--- config.mk ---
export PLATFORM = sky130hd
export DESIGN_NAME = arm_instr_decoder
export DESIGN_NICKNAME = d
export VERILOG_FILES = /design/src/rtl/arm_dec_pkg.sv /design/src/rtl/arm_alu_decoder.sv /design/src/rtl/arm_instr_decoder.sv
export SDC_FILE = /design/constraint.sdc
export NUM_CORES = 1
export LEC_CHECK = 0
export ABC_AREA = 0
export CORE_MARGIN = 2
export CORE_UTILIZATION = 38
export DETAILED_ROUTE_END_ITERATION = 10
export PLACE_DENSITY = 0.76
export SLEW_MARGIN = 20
export SYNTH_ARGS = -nofsm -noshare
export SYNTH_HDL_FRONTEND = slang
export SYNTH_SLANG_ARGS = --single-unit
--- constraint.sdc ---
create_clock -name clk -period 1.2 [get_ports clk]
set_clock_uncertainty 0.05 [all_clocks]
set_input_delay 0.12 -clock clk [delete_from_list [all_inputs] [get_ports clk]]
set_output_delay 0.12 -clock clk [all_outputs]
set_load 0.01 [all_outputs]
--- src/rtl/arm_dec_pkg.sv ---
// Shared encodings and the packed control word for the ARM-subset decoder.
// The optional illegal-instruction output is enabled by ILLEGAL_DETECT_EN.
package arm_dec_pkg;

   localparam logic [1:0] OP_DP  = 2'b00;
   localparam logic [1:0] OP_MEM = 2'b01;
   localparam logic [1:0] OP_BR  = 2'b10;

   localparam logic [3:0] CMD_AND = 4'b0000;
   localparam logic [3:0] CMD_SUB = 4'b0010;
   localparam logic [3:0] CMD_ADD = 4'b0100;
   localparam logic [3:0] CMD_ORR = 4'b1100;

   localparam logic [1:0] ALU_ADD = 2'b00;
   localparam logic [1:0] ALU_SUB = 2'b01;
   localparam logic [1:0] ALU_AND = 2'b10;
   localparam logic [1:0] ALU_ORR = 2'b11;

   localparam logic [1:0] IMM_8  = 2'b00;
   localparam logic [1:0] IMM_12 = 2'b01;
   localparam logic [1:0] IMM_24 = 2'b10;

   // LSB slot carries the illegal flag when detection is built in, else 0.
   typedef struct packed {
      logic [1:0] flagW;
      logic       pcs;
      logic       regW;
      logic       memW;
      logic       memToReg;
      logic       aluSrc;
      logic [1:0] immSrc;
      logic [1:0] regSrc;
      logic [1:0] aluControl;
      logic       branch;
      logic       illegal;
   } ctrl_t;

   function automatic logic cmd_supported(input logic [3:0] cmd);
      return (cmd == CMD_AND) || (cmd == CMD_SUB) ||
             (cmd == CMD_ADD) || (cmd == CMD_ORR);
   endfunction

endpackage

--- src/rtl/arm_alu_decoder.sv ---
// Combinational ALU decoder: maps cmd/S to ALU control and flag-write enables.
// Unchanged by ILLEGAL_DETECT_EN.
module arm_alu_decoder
   import arm_dec_pkg::*;
(
   input  logic [5:0] funct,
   input  logic       aluOp,
   output logic [1:0] aluControl,
   output logic [1:0] flagW
);

   logic [3:0] cmd;
   logic       s_bit;
   logic       unused_imm;

   assign cmd        = funct[4:1];
   assign s_bit      = funct[0];
   assign unused_imm = funct[5];

   always_comb begin
      aluControl = ALU_ADD;
      flagW      = 2'b00;
      if (aluOp) begin
         case (cmd)
            CMD_ADD: aluControl = ALU_ADD;
            CMD_SUB: aluControl = ALU_SUB;
            CMD_AND: aluControl = ALU_AND;
            CMD_ORR: aluControl = ALU_ORR;
            default: aluControl = ALU_ADD;
         endcase
         // Carry/overflow are only meaningful for arithmetic operations.
         flagW[1] = s_bit;
         flagW[0] = s_bit && ((aluControl == ALU_ADD) || (aluControl == ALU_SUB));
      end
   end

endmodule

--- src/rtl/arm_instr_decoder.sv ---
// Registered control decoder for a single-cycle ARM-subset datapath.
// Define ILLEGAL_DETECT_EN to add the registered 'illegal' output.
module arm_instr_decoder
   import arm_dec_pkg::*;
#(
   parameter logic [3:0] PC_REG = 4'd15
) (
   input  logic       clk,
   input  logic       reset,
   input  logic [1:0] op,
   input  logic [5:0] funct,
   input  logic [3:0] rd,
`ifdef ILLEGAL_DETECT_EN
   output logic       illegal,
`endif
   output logic [1:0] flagW,
   output logic       pcs,
   output logic       regW,
   output logic       memW,
   output logic       memToReg,
   output logic       aluSrc,
   output logic [1:0] immSrc,
   output logic [1:0] regSrc,
   output logic [1:0] aluControl,
   output logic       branch
);

   logic       dec_branch;
   logic       dec_memToReg;
   logic       dec_memW;
   logic       dec_aluSrc;
   logic [1:0] dec_immSrc;
   logic       dec_regW;
   logic [1:0] dec_regSrc;
   logic       dec_aluOp;
   logic [1:0] dec_aluControl;
   logic [1:0] dec_flagW;
   logic       dec_illegal;

   ctrl_t ctrl_d;
   ctrl_t ctrl_q;

   // Main decoder; unused combinations and don't-cares stay 0.
   always_comb begin
      dec_branch   = 1'b0;
      dec_memToReg = 1'b0;
      dec_memW     = 1'b0;
      dec_aluSrc   = 1'b0;
      dec_immSrc   = IMM_8;
      dec_regW     = 1'b0;
      dec_regSrc   = 2'b00;
      dec_aluOp    = 1'b0;
      case (op)
         OP_DP: begin
            dec_aluSrc = funct[5];
            dec_regW   = 1'b1;
            dec_aluOp  = 1'b1;
         end
         OP_MEM: begin
            dec_aluSrc = 1'b1;
            dec_immSrc = IMM_12;
            if (funct[0]) begin
               dec_memToReg = 1'b1;
               dec_regW     = 1'b1;
            end else begin
               dec_memW   = 1'b1;
               dec_regSrc = 2'b10;
            end
         end
         OP_BR: begin
            dec_branch = 1'b1;
            dec_aluSrc = 1'b1;
            dec_immSrc = IMM_24;
            dec_regSrc = 2'b01;
         end
         default: ;
      endcase
   end

   arm_alu_decoder u_alu_dec (
      .funct      (funct),
      .aluOp      (dec_aluOp),
      .aluControl (dec_aluControl),
      .flagW      (dec_flagW)
   );

`ifdef ILLEGAL_DETECT_EN
   assign dec_illegal = (op == 2'b11) || ((op == OP_DP) && !cmd_supported(funct[4:1]));
`else
   assign dec_illegal = 1'b0;
`endif

   always_comb begin
      ctrl_d            = '0;
      ctrl_d.flagW      = dec_flagW;
      ctrl_d.pcs        = ((rd == PC_REG) && dec_regW) || dec_branch;
      ctrl_d.regW       = dec_regW;
      ctrl_d.memW       = dec_memW;
      ctrl_d.memToReg   = dec_memToReg;
      ctrl_d.aluSrc     = dec_aluSrc;
      ctrl_d.immSrc     = dec_immSrc;
      ctrl_d.regSrc     = dec_regSrc;
      ctrl_d.aluControl = dec_aluControl;
      ctrl_d.branch     = dec_branch;
      ctrl_d.illegal    = dec_illegal;
   end

   // Single register for the whole word keeps all outputs updating together.
   always_ff @(posedge clk or negedge reset) begin
      if (!reset) begin
         ctrl_q <= '0;
      end else begin
         ctrl_q <= ctrl_d;
      end
   end

   assign flagW      = ctrl_q.flagW;
   assign pcs        = ctrl_q.pcs;
   assign regW       = ctrl_q.regW;
   assign memW       = ctrl_q.memW;
   assign memToReg   = ctrl_q.memToReg;
   assign aluSrc     = ctrl_q.aluSrc;
   assign immSrc     = ctrl_q.immSrc;
   assign regSrc     = ctrl_q.regSrc;
   assign aluControl = ctrl_q.aluControl;
   assign branch     = ctrl_q.branch;

`ifdef ILLEGAL_DETECT_EN
   assign illegal = ctrl_q.illegal;
`else
   logic unused_illegal;
   assign unused_illegal = ctrl_q.illegal;
`endif

endmodule

==> results_dict.tcl <==
set metrics [dict create \
    fin_crit_ns 1.11 \
    antenna_left 0 \
    power_leakage_uw 0.000472 \
    cts_tree "yes" \
    fp.dieW_microns 40.1 \
    synth_simple_gate_area_frac 0.132 \
    multiInputGateArea_sq_um 171 \
    coreArea_sq_um 1160 \
    preCtsSetupSlack_ns -0.214 \
    synth_top_family_by_area "simple AND/OR/NAND/NOR gates" \
    avgRoutedWirePerCell_microns 12.2 \
    p_per_area_nw_per_um2 1070 \
    place_congestion 0.731 \
    ff_latch_area_sq_um 300 \
    finalNetCount 93 \
    final-hold-violation-count 0 \
    synth_compound_area_frac 0.0709 \
    cts_hold_buffers 0 \
    vias_per_cell 4.52 \
    syn2layout_area_growth_pct 70.1 \
    tightest_slew_ns 0.167 \
    drt_iter0_markers 3 \
    synth.yosys.warnings 0 \
    num_io_pins 28 \
    ys_types 16 \
    synth_fp_nets 56 \
    grt_antenna_before_repair 0 \
    critPathMaxFanout 3 \
    worst_ep_required_time_ns 1.31 \
    hpwlAfterDp_microns 860 \
    die_height_microns 40.1 \
    fp.dieArea_sq_um 1610 \
    synthCells 37 \
    cts.sinks 12 \
    grt_usage 0.174 \
    status "finished, final reports clean" \
    cts_root_buffer "clkbuf_4" \
    grt_pass1_wl_microns 1670 \
    first_pass_iters 2 \
    num_rows 12 \
    cap_violations 0 \
    hold_class "in2async" \
    grt_max_degree 13 \
    ys_seq_area_frac 0.608 \
    drive_gt1_frac 0.164 \
    rsz0062_at_grt "false" \
    synth_commonest_cells "dfrtp_1 (12), ha_1 (5), and2_1 (3)" \
    yosys.area_share.adder 0.127 \
    initial_core_util 0.427 \
    cts.htree.levels 1 \
    num-fill-cells 93 \
    synth-xor-area-share 0.0177 \
    grt_pass1_vias 372 \
    drc 0 \
    peakVddDrop_mv 0.613 \
    setup_viol 0 \
    diodes 0 \
    synth.most_common_cell "dfrtp_1" \
    synth_top_area_frac 0.608 \
    endpoint_kind "flop" \
    synth_mux_area_frac 0 \
    async_reset_ff_frac 1.00 \
    numCtsBuffers 3 \
    max_clock_freq_mhz 900 \
    cp-start-kind "primary input" \
    wl_microns 1060 \
    final.period_utilization 0.926 \
    cp.arrival_ns 1.22 \
    synth_edf_count 0 \
    syn_area_sq_um 494 \
    port_buffers 27 \
    layout_setup_ws_ns 0.0886 \
    vias 393 \
    ys.flop_type "dfrtp_1" \
    synth_top_cell_by_area "dfrtp_1" \
    maxSlewHeadroom 0.888 \
    synth-seq-cells 12 \
    overflow 0 \
    syn_avg_cell_area_sq_um 13.4 \
    slew_viol_final 0 \
    clk_path_buf_depth 2 \
    synth.area.top_cells "dfrtp_1 (61%), ha_1 (13%), and2_1 (3.8%)" \
    path_clk_slew_ns 0.08 \
    power_uw 897 \
    critical_path_class "in2reg" \
]
-- kinds of logic after synthesis --
| kind of cell | count (synthesis) |
|---|---|
| flip-flops | 12 |
| AO/OA/AOI/OAI | 5 |
| AND/OR/NAND/NOR | 10 |
| buffers and inverters | 4 |
| adder cells (fa/ha/maj) | 5 |
| XOR/XNOR | 1 |
-- registers in the layout, indices dropped and copies added (netlist names) --
register    count
aluControl      2
flagW           2
regSrc          2
aluSrc          1
immSrc          1
memToReg        1
memW            1
pcs             1
regW            1
-- metrics by stage --
| stage | TNS [ns] | hold WS (ns) | cells | area [sq um] | util |
|---|---|---|---|---|---|
| after floorplan | 0 | -0.226 | 37 | 494 | - |
| after global placement | -1.04 | 0.381 | 83 | 820 | 0.709 |
| after detailed placement | -1.20 | 0.379 | 83 | 820 | 0.709 |
| after CTS | 0 | 0.0866 | 87 | 838 | 0.725 |
| after global routing | 0 | 0.0975 | 87 | 841 | 0.727 |
| final | 0 | 0.0886 | 87 | 841 | 0.727 |
-- cell type report --
cell class	instances	share of cell area
sequential	12	0.357
multi-input combinational	21	0.204
inverter	2	0.00893
tap	14	0.0208
clock buffer	4	0.0432
timing repair buffer	34	0.366
-- per-layer routing --
layer	vias to the layer above	track usage	part of all wire
met5	-	0	0
met4	0	0.103	0.011
met3	2	0.0667	0.056
met2	16	0.278	0.54
met1	183	0.194	0.40
li1	192	-	-
-- worst max-delay path: stages --
cell	delay (ns)
clkdlybuf4s50_1	0.47
inv_1	0.07
ha_1	0.20
a21o_1	0.19
a21o_1	0.16
-- worst paths after layout --
path                       start  slack, ns        end
max                        op[1]       0.09        pcs
min                        reset       0.09     aluSrc
max in group asynchronous  reset       0.86   memToReg
min in group clk           op[0]       0.22  immSrc[0]
-- placed cells by master (no fill, tap or decap), types with 2 or more instances in the layout --
master           netlist  layout
inv_1                  2       2
buf_4                  2       7
clkbuf_4               0       3
and2_1                 3       3
dfrtp_1               12      12
clkdlybuf4s50_1        0      12
a21o_1                 2       2
a21oi_1                2       2
dlygate4sd2_1          0      14
ha_1                   5       5
-- what timing repair did --
action / in CTS / in global routing
buffers inserted: 0 / 0
gates resized for setup: 14 / 1
endpoints found under the setup margin: 14 / 1
-- where the power goes --
group | internal (uW) | switching (uW)
Clock | 184 | 134
Sequential | 423 | 4.74
Combinational | 89.8 | 61.1
Total | 697 | 200
No activity file was read; power rests on OpenSTA's default activity.
